### src/rtl/seq_chunk_adder.sv
// Multi-cycle adder/subtractor: processes CHUNK bits per clock, low chunk first,
// with a valid/ready handshake on both the operand and the result side.
module seq_chunk_adder #(
  parameter int WIDTH = 16,
  parameter int CHUNK = 4
) (
  input  logic             clk,
  input  logic             rst_n,
  input  logic             in_valid,
  output logic             in_ready,
  input  logic [WIDTH-1:0] a,
  input  logic [WIDTH-1:0] b,
  input  logic             cin,
  input  logic             sub,
  output logic             out_valid,
  input  logic             out_ready,
  output logic [WIDTH-1:0] s,
  output logic             cout,
  output logic             ovf,
  output logic             busy
);

  localparam int CH     = (CHUNK < 1) ? 1 : CHUNK;
  localparam int NCHUNK = WIDTH / CH;
  localparam int IW     = (NCHUNK > 1) ? $clog2(NCHUNK) : 1;
  localparam logic [IW-1:0] LAST = IW'(NCHUNK - 1);

  generate
    if (CHUNK < 1) begin : g_bad_chunk
      $error("seq_chunk_adder: CHUNK must be at least 1");
    end else if ((WIDTH % CH) != 0 || WIDTH < CH) begin : g_bad_width
      $error("seq_chunk_adder: WIDTH must be an exact multiple of CHUNK");
    end
  endgenerate

  typedef enum logic [1:0] {IDLE, ADD, DONE} state_t;

  state_t            state;
  logic [WIDTH-1:0]  a_q;
  logic [WIDTH-1:0]  b_q;
  logic              carry;
  logic [IW-1:0]     idx;

  logic [31:0]       base;
  logic [CH-1:0]     a_ch;
  logic [CH-1:0]     b_ch;
  logic [CH-1:0]     sum_ch;
  logic              c_next;
  logic              msb_cin;

  function automatic logic [CH:0] chunk_add(input logic [CH-1:0] x,
                                            input logic [CH-1:0] y,
                                            input logic          c);
    return {1'b0, x} + {1'b0, y} + {{CH{1'b0}}, c};
  endfunction

  always_comb begin
    base              = 32'(idx) * CH;
    a_ch              = a_q[base +: CH];
    b_ch              = b_q[base +: CH];
    {c_next, sum_ch}  = chunk_add(a_ch, b_ch, carry);
    // Carry into the MSB recovered from the MSB's own sum bit: s = a ^ b ^ cin.
    msb_cin           = a_ch[CH-1] ^ b_ch[CH-1] ^ sum_ch[CH-1];
  end

  // Operand capture: data only, written solely on the accept edge.
  always_ff @(posedge clk) begin
    if (state == IDLE && in_valid) begin
      a_q <= a;
      b_q <= sub ? ~b : b;
    end
  end

  // Control and result state.
  always_ff @(posedge clk or negedge rst_n) begin
    if (!rst_n) begin
      state <= IDLE;
      carry <= 1'b0;
      idx   <= '0;
      s     <= '0;
      cout  <= 1'b0;
      ovf   <= 1'b0;
    end else begin
      case (state)
        IDLE: begin
          if (in_valid) begin
            carry <= sub ? 1'b1 : cin;
            idx   <= '0;
            state <= ADD;
          end
        end
        ADD: begin
          s[base +: CH] <= sum_ch;
          carry         <= c_next;
          idx           <= idx + IW'(1);
          if (idx == LAST) begin
            cout  <= c_next;
            ovf   <= msb_cin ^ c_next;
            state <= DONE;
          end
        end
        DONE: begin
          if (out_ready) state <= IDLE;
        end
        default: state <= IDLE;
      endcase
    end
  end

  assign in_ready  = (state == IDLE);
  assign out_valid = (state == DONE);
  assign busy      = (state != IDLE);

endmodule

### config.mk
export PLATFORM = sky130hd
export DESIGN_NAME = seq_chunk_adder
export DESIGN_NICKNAME = d
export VERILOG_FILES = /design/src/rtl/seq_chunk_adder.sv
export SDC_FILE = /design/constraint.sdc
export NUM_CORES = 1
export LEC_CHECK = 0
export BUFFER_PORTS_ARGS = -buffer_cell sky130_fd_sc_hd__buf_2
export CAP_MARGIN = 0
export CORE_MARGIN = 2
export CORE_UTILIZATION = 30
export DETAILED_ROUTE_END_ITERATION = 10
export SLEW_MARGIN = 20
export SYNTH_ARGS = -nofsm -noshare
export SYNTH_HDL_FRONTEND = slang
export SYNTH_SLANG_ARGS = --single-unit
export TNS_END_PERCENT = 50
### constraint.sdc
create_clock -name clk -period 3.3 [get_ports clk]
set_input_delay 0.33 -clock clk [delete_from_list [all_inputs] [get_ports clk]]
set_output_delay 0.33 -clock clk [all_outputs]
set_load 0.03 [all_outputs]
==> metrics.csv <==
stage,metric,value,unit
final_layout,drive_gt1_share,39.4,%
clock_tree,cts_buffer_depth,2,
power,clkPwrFrac,12.9,%
clock_tree,cts_tree,yes,
sta,report.final.slew_viol_count,0,
worst_setup_path,crit_arrival,2.87,ns
worst_hold_path,hold_path.class,primary input to async pin,
floorplanning,dieArea,9010,um^2
final_layout,final_nets,269,
grt,grt_start_max_net_pins,33,
sta,hold-worst-slack,-0.0170,ns
sta,fin_crit,2.67,ns
floorplanning,die_y,94.9,um
power,ir_drop,0.292,mV
sta,fmax,374,MHz
placement,port_buffers,58,
worst_setup_path,worst_path_max_delay_cell,mux4_2,
drt,dr.pass1.iters,4,
drt,drc,0,
synth,syn_area,2480,um^2
floorplanning,start_util,30.5,%
drt,wl,4580,um
power,seqPwrFrac,36.2,%
worst_setup_path,crit_path_end_kind,flop,
clock_tree,postCtsSetupBuffers,0,
sta,max_slew.worst_pin.slew,0.517,ns
synth,synthCells,157,
sta,finalHoldViolations,23,
power,p_total,0.00286,W
sta,fin_setup_tns,0,ns
final_layout,design_area,2970,um^2
grt,busiest_layer,met2,
floorplanning,ios,59,
clock_tree,cts.clk_slew.worst_paths,0.10,ns
sta,fin_skew,0.00383,ns
clock_tree,root_buffer,clkbuf_8,
synth,yosysTopAreaCell,edfxtp_1,
drt,ant_nets,0,
synth,synth-async-reset-ratio,41.8,%
worst_setup_path,crit_fanout,7,
clock_tree,htreeDepth,2,
grt,grt_pass1_wl,7460,um
synth,yosys-top-cells-area,"edfxtp_1 (39%), dfrtp_1 (23%), mux4_2 (7.3%)",
grt,grtUsageMet2,17.8,%
status,status,"complete, but fails checks",
worst_setup_path,r2r_slack,0.63,ns
drt,vias,1464,
placement,dp_hpwl,3570,um
synth,ys_seq_elements,55,
worst_setup_path,cp_num_buf_inv,1,
grt,grt_overflow,0,
synth,synth_fp_nets,206,
synth,synth_edf_count,32,
clock_tree,cts_buffers,5,
worst_setup_path,path_cells,"buf_4, mux4_2, fa_1, fa_1, a21o_1, a21oi_2, xnor2_1, o21ai_0",
synth,synth_common_cells,"edfxtp_1 (32), dfrtp_1 (23), xor2_1 (17), a22o_1 (15), nand2_1 (11)",
floorplanning,die_w,94.9,um
worst_setup_path,critPathKind,flop to flop,
drt,first_iter_violations,36,
clock_tree,cts_resized,0,
sta,finalCritPeriodShare,80.9,%
grt,antenna_found_initial,0,
status,violations,negative hold slack,
synth,synth.top_cell.area_share,38.7,%
sta,rsz0062_at_grt,false,
synth,synth.most_common_cell,edfxtp_1,
clock_tree,cts_sinks,55,
power,power_per_cell_area,962,nW/um^2
drt,post_drt_wl_per_cell,14.0,um
sta,slew_headroom,65.3,%
grt,grtUsageMet1,13.8,%
placement,gp_congestion,0.705,
synth,yosysSeqAreaShare,61.9,%
placement,placed_area,2890,um^2
sta,setup_viol,0,
worst_setup_path,crit_top_cell,fa_1,
worst_setup_path,max_stage_delay,0.53,ns
worst_setup_path,cp_top_family,adder cells,
grt,grt_pass1_vias,1545,
job,drv_cap,0,
grt,track_usage,10.9,%
synth,syn_area_per_cell,15.8,um^2
final_layout,diodes,0,
synth,ys_warn_count,0,
drt,vias_per_cell,4.49,
synth,ys.flop_type,edfxtp_1,
worst_setup_path,reg2reg_depth,8,
worst_setup_path,cp-start-kind,flop,
floorplanning,num_rows,33,
power,swShare,42.2,%
power,cellLeakagePower,1.30,nW
floorplanning,coreArea,8130,um^2
clock_tree,clkLatencyLatePin,0.31,ns
power,internal_power,0.00165,W
clock_tree,cts_hold_buf,0,
worst_setup_path,cp_data_required_time,3.50,ns
synth,ys_types,28,
power,combPwrFrac,50.9,%
final_layout,areaGrowthSynthToFinish,19.8,%
worst_setup_path,cp_num_cells,8,
power,switchingPower,0.00121,W
grt,gr-usage-met3,2.63,%
==> sequential cells by signal (all words and copies together), names as in the netlist <==
register  flops
b_q          16
idx           2
s            16
state         2
ovf           1
carry         1
a_q          16
cout          1
==> routing by layer <==
layer  vias to the layer above  share of wire [%]
met5                         -                  0
met4                         0                1.4
met3                         6                5.2
met2                        42                 48
met1                       711                 45
li1                        705                  -
==> per-stage QoR <==
stage / hold WS, ns / worst slack, ns / instances / utilization [%]
after floorplan: 0.0344 / 0.764 / 157 / -
after global placement: 0.328 / 0.683 / 318 / 35.5
after detailed placement: 0.344 / 0.625 / 318 / 35.5
after CTS: 0.00288 / 0.602 / 326 / 36.5
after global routing: 0.0325 / 0.417 / 326 / 36.5
final: -0.0170 / 0.629 / 326 / 36.5
==> cells in the final DEF (no fill, tap or decap), types with 2 or more instances in the layout <==
master / synthesis / layout
xnor2_1: 2 / 2
nor2_1: 3 / 3
a21oi_2: 2 / 2
and3_4: 2 / 2
ha_1: 9 / 9
fa_1: 2 / 2
dfrtp_1: 23 / 23
inv_1: 5 / 5
a22o_1: 15 / 15
clkbuf_8: 0 / 5
o21ai_0: 6 / 6
nand2_1: 11 / 11
a21o_1: 2 / 2
buf_2: 2 / 58
mux4_2: 8 / 8
xor2_1: 17 / 17
nand3_1: 3 / 3
edfxtp_1: 32 / 32
buf_4: 2 / 4
==> power groups by stage <==
stage / clock network [W] / registers (W) / logic [W]
CTS: 0.000381 / 0.00104 / 0.00148
finish: 0.000368 / 0.00104 / 0.00145
detailed placement: 0 / 0.00106 / 0.00147
global placement: 0 / 0.00105 / 0.00145
global route: 0.000403 / 0.00106 / 0.00161
floorplan: 0 / 0.00118 / 0.000962
==> logic make-up (layout without fill, tap and decap cells) <==
kind of cell | Yosys count | after routing | share of synthesized area [%]
flip-flops | 55 | 55 | 61.9
adder cells (fa/ha/maj) | 11 | 11 | 6.15
XOR/XNOR | 19 | 19 | 6.71
AND/OR/NAND/NOR | 26 | 26 | 6.81
multiplexers | 8 | 8 | 7.26
AO/OA/AOI/OAI | 27 | 27 | 8.47
buffers and inverters | 11 | 75 | 2.67
==> worst reg2reg max path, delay by kind of cell (launching register included) <==
kind / cells / cell delay [ns]
xor+xnor: 1 / 0.13
mux: 1 / 0.53
buf+inv: 1 / 0.19
fa+ha+maj: 2 / 0.84
flops: 1 / 0.39
compound gates: 3 / 0.48
==> cell type report <==
class,instances,area [um^2]
Fill cell,807,5160
Sequential cell,55,1540
Multi-Input combinational cell,91,878
Timing Repair Buffer,62,320
Tap cell,105,131
Clock buffer,5,68.8
Clock inverter,3,18.8
Inverter,5,18.8
==> final timing paths <==
check / end / startpoint
setup / recovery: ovf$_DFFE_PN0P_ / idx[0]$_DFFE_PN0P_
hold / removal: s[6]$_DFFE_PN0P_ / rst_n
setup reg to reg: ovf$_DFFE_PN0P_ / idx[0]$_DFFE_PN0P_
hold reg to reg: s[2]$_DFFE_PN0P_ / s[2]$_DFFE_PN0P_
max in group asynchronous: idx[0]$_DFFE_PN0P_ / rst_n
min in group clk: a_q[13]$_DFFE_PP_ / a[13]
(Power assumes the default switching activity.)
